$ cat config.mk
export PLATFORM = sky130hd
export DESIGN_NAME = ascon_final
export DESIGN_NICKNAME = d
export VERILOG_FILES = /design/src/rtl/ascon_pkg.sv /design/src/rtl/ascon_round.sv /design/src/rtl/ascon_final.sv
export SDC_FILE = /design/constraint.sdc
export NUM_CORES = 2
export LEC_CHECK = 0
export CAP_MARGIN = 20
export CORE_UTILIZATION = 41
export DETAILED_ROUTE_END_ITERATION = 8
export HOLD_SLACK_MARGIN = 0.15
export SYNTH_ARGS = -nofsm -noshare
export SYNTH_HDL_FRONTEND = slang
export SYNTH_SLANG_ARGS = --single-unit
$ cat constraint.sdc
create_clock -name clk_i -period 6.6 [get_ports clk_i]
set_input_delay 1.98 -clock clk_i [delete_from_list [all_inputs] [get_ports clk_i]]
set_output_delay 1.98 -clock clk_i [all_outputs]
set_load 0.02 [all_outputs]
$ cat src/rtl/ascon_pkg.sv
// ascon_pkg: shared types and round constant for the Ascon finalization datapath
package ascon_pkg;
  typedef logic [4:0][63:0] state_t;
  typedef enum logic [1:0] {IDLE, PERM, DONE} fsm_e;
  localparam int ROUNDS = 12;
  function automatic logic [7:0] round_const(input logic [3:0] r);
    return {4'(15 - r), r};
  endfunction
endpackage

$ cat src/rtl/ascon_round.sv
// ascon_round: one combinational Ascon permutation round (constant, S-box, linear layer)
module ascon_round (
  input  logic [4:0][63:0] s_i,
  input  logic [7:0]       c_i,
  output logic [4:0][63:0] s_o
);
  function automatic logic [63:0] ror(input logic [63:0] x, input int n);
    return (x >> n) | (x << (64 - n));
  endfunction
  logic [63:0] b0, b1, b2, b3, b4, y0, y1, y2, y3, y4, z0, z1, z2, z3, z4;
  // constant add folded into the S-box input mixing
  assign b0 = s_i[0] ^ s_i[4];
  assign b1 = s_i[1];
  assign b2 = s_i[2] ^ {56'd0, c_i} ^ s_i[1];
  assign b3 = s_i[3];
  assign b4 = s_i[4] ^ s_i[3];
  // chi-like core of the bitsliced 5-bit S-box
  assign y0 = b0 ^ (~b1 & b2);
  assign y1 = b1 ^ (~b2 & b3);
  assign y2 = b2 ^ (~b3 & b4);
  assign y3 = b3 ^ (~b4 & b0);
  assign y4 = b4 ^ (~b0 & b1);
  // S-box output mixing
  assign z0 = y0 ^ y4;
  assign z1 = y1 ^ y0;
  assign z2 = ~y2;
  assign z3 = y3 ^ y2;
  assign z4 = y4;
  // per-word linear diffusion
  assign s_o[0] = z0 ^ ror(z0, 19) ^ ror(z0, 28);
  assign s_o[1] = z1 ^ ror(z1, 61) ^ ror(z1, 39);
  assign s_o[2] = z2 ^ ror(z2, 1) ^ ror(z2, 6);
  assign s_o[3] = z3 ^ ror(z3, 10) ^ ror(z3, 17);
  assign s_o[4] = z4 ^ ror(z4, 7) ^ ror(z4, 41);
endmodule

$ cat src/rtl/ascon_final.sv
// ascon_final: Ascon finalization - key injection, 12-round permutation, tag generation and check
module ascon_final #(
  parameter int RATE_WORDS = 1,
  parameter int ROUNDS = 12
) (
  input  logic             clk_i,
  input  logic             rst_i,
  input  logic             valid_i,
  output logic             ready_o,
  input  logic [4:0][63:0] state_i,
  input  logic [127:0]     key_i,
  input  logic             decrypt_i,
  input  logic [127:0]     tag_i,
  output logic             valid_o,
  input  logic             ready_i,
  output logic [127:0]     tag_o,
  output logic             tag_ok_o,
  output logic             busy_o
);
  import ascon_pkg::*;
  if (ROUNDS != ascon_pkg::ROUNDS) begin : g_bad_rounds
    $error("ascon_final: ROUNDS must be 12");
  end
  if (RATE_WORDS != 1 && RATE_WORDS != 2) begin : g_bad_rate
    $error("ascon_final: RATE_WORDS must be 1 or 2");
  end
  localparam logic [2:0] KW = 3'(RATE_WORDS);
  localparam logic [3:0] LAST = 4'(ROUNDS - 1);
  fsm_e fsm_q, fsm_d;
  logic [3:0] round_q, round_d;
  state_t st_q, st_d, rnd, ld;
  logic [127:0] key_q, key_d, tagi_q, tagi_d, tag_q, tag_d, fin_tag;
  logic dec_q, dec_d, valid_q, valid_d, ok_q, ok_d;
  logic [7:0] rc;
  assign rc = round_const(round_q);
  ascon_round u_round (.s_i(st_q), .c_i(rc), .s_o(rnd));
  assign fin_tag = {rnd[3] ^ key_q[127:64], rnd[4] ^ key_q[63:0]};
  assign ready_o = fsm_q == IDLE;
  assign busy_o = fsm_q == PERM;
  assign valid_o = valid_q;
  assign tag_o = tag_q;
  assign tag_ok_o = ok_q;
  // key goes into the two words just past the rate
  always_comb begin
    ld = state_i;
    ld[KW] = state_i[KW] ^ key_i[127:64];
    ld[KW + 3'd1] = state_i[KW + 3'd1] ^ key_i[63:0];
  end
  // next state: load on accept, one round per cycle, tag on the last round, hold until taken
  always_comb begin
    fsm_d = fsm_q;
    round_d = round_q;
    st_d = st_q;
    key_d = key_q;
    tagi_d = tagi_q;
    dec_d = dec_q;
    valid_d = valid_q;
    tag_d = tag_q;
    ok_d = ok_q;
    case (fsm_q)
      IDLE: if (valid_i) begin
        st_d = ld;
        key_d = key_i;
        tagi_d = tag_i;
        dec_d = decrypt_i;
        round_d = '0;
        fsm_d = PERM;
      end
      PERM: begin
        st_d = rnd;
        round_d = round_q + 4'd1;
        if (round_q == LAST) begin
          tag_d = fin_tag;
          ok_d = !dec_q || fin_tag == tagi_q;
          valid_d = 1'b1;
          round_d = '0;
          fsm_d = DONE;
        end
      end
      DONE: if (ready_i) begin
        valid_d = 1'b0;
        fsm_d = IDLE;
      end
      default: fsm_d = IDLE;
    endcase
  end
  // registers with synchronous reset
  always_ff @(posedge clk_i) begin
    if (rst_i) begin
      fsm_q <= IDLE;
      round_q <= '0;
      st_q <= '0;
      key_q <= '0;
      tagi_q <= '0;
      dec_q <= 1'b0;
      valid_q <= 1'b0;
      tag_q <= '0;
      ok_q <= 1'b0;
    end else begin
      fsm_q <= fsm_d;
      round_q <= round_d;
      st_q <= st_d;
      key_q <= key_d;
      tagi_q <= tagi_d;
      dec_q <= dec_d;
      valid_q <= valid_d;
      tag_q <= tag_d;
      ok_q <= ok_d;
    end
  end
  a_round_max: assert property (@(posedge clk_i) disable iff (rst_i) round_q <= LAST);
  a_perm_entry: assert property (@(posedge clk_i) disable iff (rst_i)
    (fsm_q == IDLE && fsm_d == PERM) |=> round_q == 4'd0);
endmodule

==> summary.txt <==
Routing
  – Drt via density: between 5 and 6
  – DRT Pass-1 Iters: 9
  – Drt total wl: between 200,000 and 300,000 µm
  – Wirelength per Cell: ~36 µm
  – Via count: 48,600
  – Iter 0 DRT Violations: between 6,000 and 7,000
  – Post-DRT Antenna Nets: 0
  – Residual DRC: 0

STA
  – Unrepaired setup endpoints after global routing: no
  – Final Hold Slack: 0.452 ns
  – Slew headroom: 11.2%
  – Final setup viols: 0
  – Post-Route Setup TNS: 0 ns
  – Final min period: 4.91 ns
  – Max Freq: around 200 MHz
  – Final Cycle Share: 74.4%
  – Final Hold Viols: 0
  – Fin. max-slew vios: 0
  – Clock Skew: 0.0367 ns
  – Worst Tran Pin Value: 1.30 ns

Die
  – Die W: 345 µm
  – Die height: roughly 340 µm
  – Die area: 0.119 mm²
  – Row count: 125
  – Starting Density: approximately two fifths
  – Core ar.: roughly 0.12 mm²
  – Top Ports: 713

Synthesis
  – Synth top area cells: dfxtp_1 30%, xnor2_1 17%, nand2_1 7.8%
  – Syn Inst Count: roughly 5,900
  – Post-synthesis async set-or-reset flop share: 0%
  – Synth Cell Area: 0.0481 mm²
  – Syn_nets: 6,563
  – Synth area leader: dfxtp_1
  – Synth cell types: 85
  – Synth top area share: 29.7%
  – Synth Register Bits: 713
  – Sequential-to-total area share from yosys stat: 29.7%
  – EDFF count, synth: 0
  – Top post-synthesis cells by count: 1,005 x nand2_1, 945 x xnor2_1, 713 x dfxtp_1, 595 x nor2_1, 381 x xor2_1
  – Mapped Avg Cell Area: 8.22 µm²
  – Top-count cell post-synth: nand2_1
  – YS warnings: 0
  – Main synth FF type: dfxtp_1

CTS
  – H-Tree Depth: 3
  – CTS Buf Count: 84
  – CTS clk-pin slew, worst paths: 0.07 ns
  – Clk Latency, worst-skew pair: 0.71 ns
  – CTS Buffer Depth: 3
  – Clk sinks: 713
  – Hold_buf cts: 0
  – Postcts setup bufs: 0
  – CTS tree: yes
  – Post_cts resized: 0
  – Clk Tree Root Cell: clkbuf_16

Critical path
  – Crit Path Max Fanout: 6
  – R2R Path End: tag_ok_o
  – Worst setup path class: reg -> reg
  – Worst Setup SP: st_q[238]
  – Worst Setup End Kind: flip-flop
  – Reg2reg setup slack: 1.69 ns
  – R2r worst-path depth: 12
  – WP data arrival: around 5.5 ns
  – Startpoint types: flip-flop
  – Worst Path Required: 7.23 ns
  – Crit path to: tag_ok_o
  – Worst r2r src: st_q[238]

Global routing
  – First-pass GRT wire length: 381,000 µm
  – Busiest layer in global routing: met2
  – Met1 Resource Use GR: 61.9%
  – Gr ovfl total: 0
  – Largest net degree at the start of global routing: 216
  – Initial antenna violation count: 17
  – M2 GR Usage: a little under 70%
  – Vias in the first global route: ~45,000
  – GR Layer Usage met3: 13.1%
  – Tot GR Track Use: 47.7%

Hold path
  – HP Class: reg -> reg

Finish
  – Fillcell total: ~11,000
  – Fin nets: just over 7,000
  – Layout cells sized above 1: 7.43%
  – Non-Filler Instances: 8,107
  – Layout area overhead: 26.1%

Place
  – Post-detail-place hpwl: 241,000 µm
  – Cell count after placement: 7,944
  – Count of buffers from port buffering: just over 700
  – GP Congestion: 1.10

Run
  – Max Cap Violations: 0

Run status
  – Status: complete, no violations
-- area by class of cell --
class,instances,area (µm²),area share (%)
Multi-Input combinational cell,4570,31900,52.5
Clock buffer,113,2410,3.97
Inverter,251,950,1.56
Clock inverter,41,601,0.990
Tap cell,1524,1910,3.14
Timing Repair Buffer,890,8670,14.3
Antenna cell,5,12.5,0.0206
Sequential cell,713,14300,23.5
-- cell usage in the layout (no fill, tap or decap), types with 43 or more instances in the layout --
cell,netlist,routed
nand2_1,1005,1004
xnor2_1,945,932
dfxtp_1,713,713
clkdlybuf4s50_1,0,711
nor2_1,595,594
a21oi_1,380,380
xor2_1,381,378
a211oi_1,344,344
inv_1,247,247
a311oi_1,169,169
buf_4,1,159
ha_1,129,129
xnor2_2,86,98
clkbuf_16,0,84
maj3_1,52,52
mux2i_1,51,51
o21ai_0,43,43
-- metal layers --
metal	part of all wire (%)	vias to the layer above	wire length (µm)
li1	-	21000	-
met1	39	23600	115000
met2	41	3322	119000
met3	12	706	33600
met4	8.3	20	24100
met5	0.045	-	132
-- worst min path at each step --
stage            endpoint  cells past startpoint  slack [ns]  startpoint
2_1_floorplan       dec_q                      2        0.44       dec_q
6_report       tag_o[123]                      2        0.45  tag_o[123]
5_1_grt         tag_o[75]                      2        0.47   tag_o[75]
3_3_place_gp   tag_o[121]                      2        0.44  tag_o[121]
3_5_place_dp    tag_o[71]                      2        0.44   tag_o[71]
4_1_cts         tag_o[80]                      2        0.45   tag_o[80]
-- critical path, stage by stage (launching register included) --
cell	delay [ns]
dfxtp_1	0.46
inv_1	0.10
ha_1	0.24
xnor2_2	0.50
xnor2_2	0.37
xnor2_1	0.75
or4_1	0.23
o41ai_1	0.08
a311oi_1	0.91
nand4_1	0.20
nor4_1	0.59
nand4_1	0.23
o22ai_2	0.15
-- logic make-up after synthesis --
kind of cell | count (synthesis) | share of synthesized area [%]
buffers and inverters | 570 | 4.48
adder cells (fa/ha/maj) | 192 | 4.69
multiplexers | 56 | 1.18
AND/OR/NAND/NOR | 1802 | 15.2
XOR/XNOR | 1474 | 30.0
flip-flops | 713 | 29.7
AO/OA/AOI/OAI | 1046 | 14.7
-- state kept, by name, indices dropped and copies added (netlist names) --
signal	flops
tag_o	128
st_q	320
tagi_q	128
key_q	128
dec_q	1
valid_o	1
round_q	4
fsm_q	2
tag_ok_o	1
-- stage by stage --
stage / utilization (%) / area, µm² / setup slack, ns
after global placement: 49.5 / 57500 / 1.78
after CTS: 52.2 / 60700 / 1.73
after detailed placement: 49.6 / 57600 / 1.91
final: 52.2 / 60700 / 1.69
after global routing: 52.2 / 60700 / 1.60
after floorplan: - / 48100 / 3.20
Power is not shown: default switching activity piles up to over one toggle a cycle in this logic, so the estimate is an artifact.
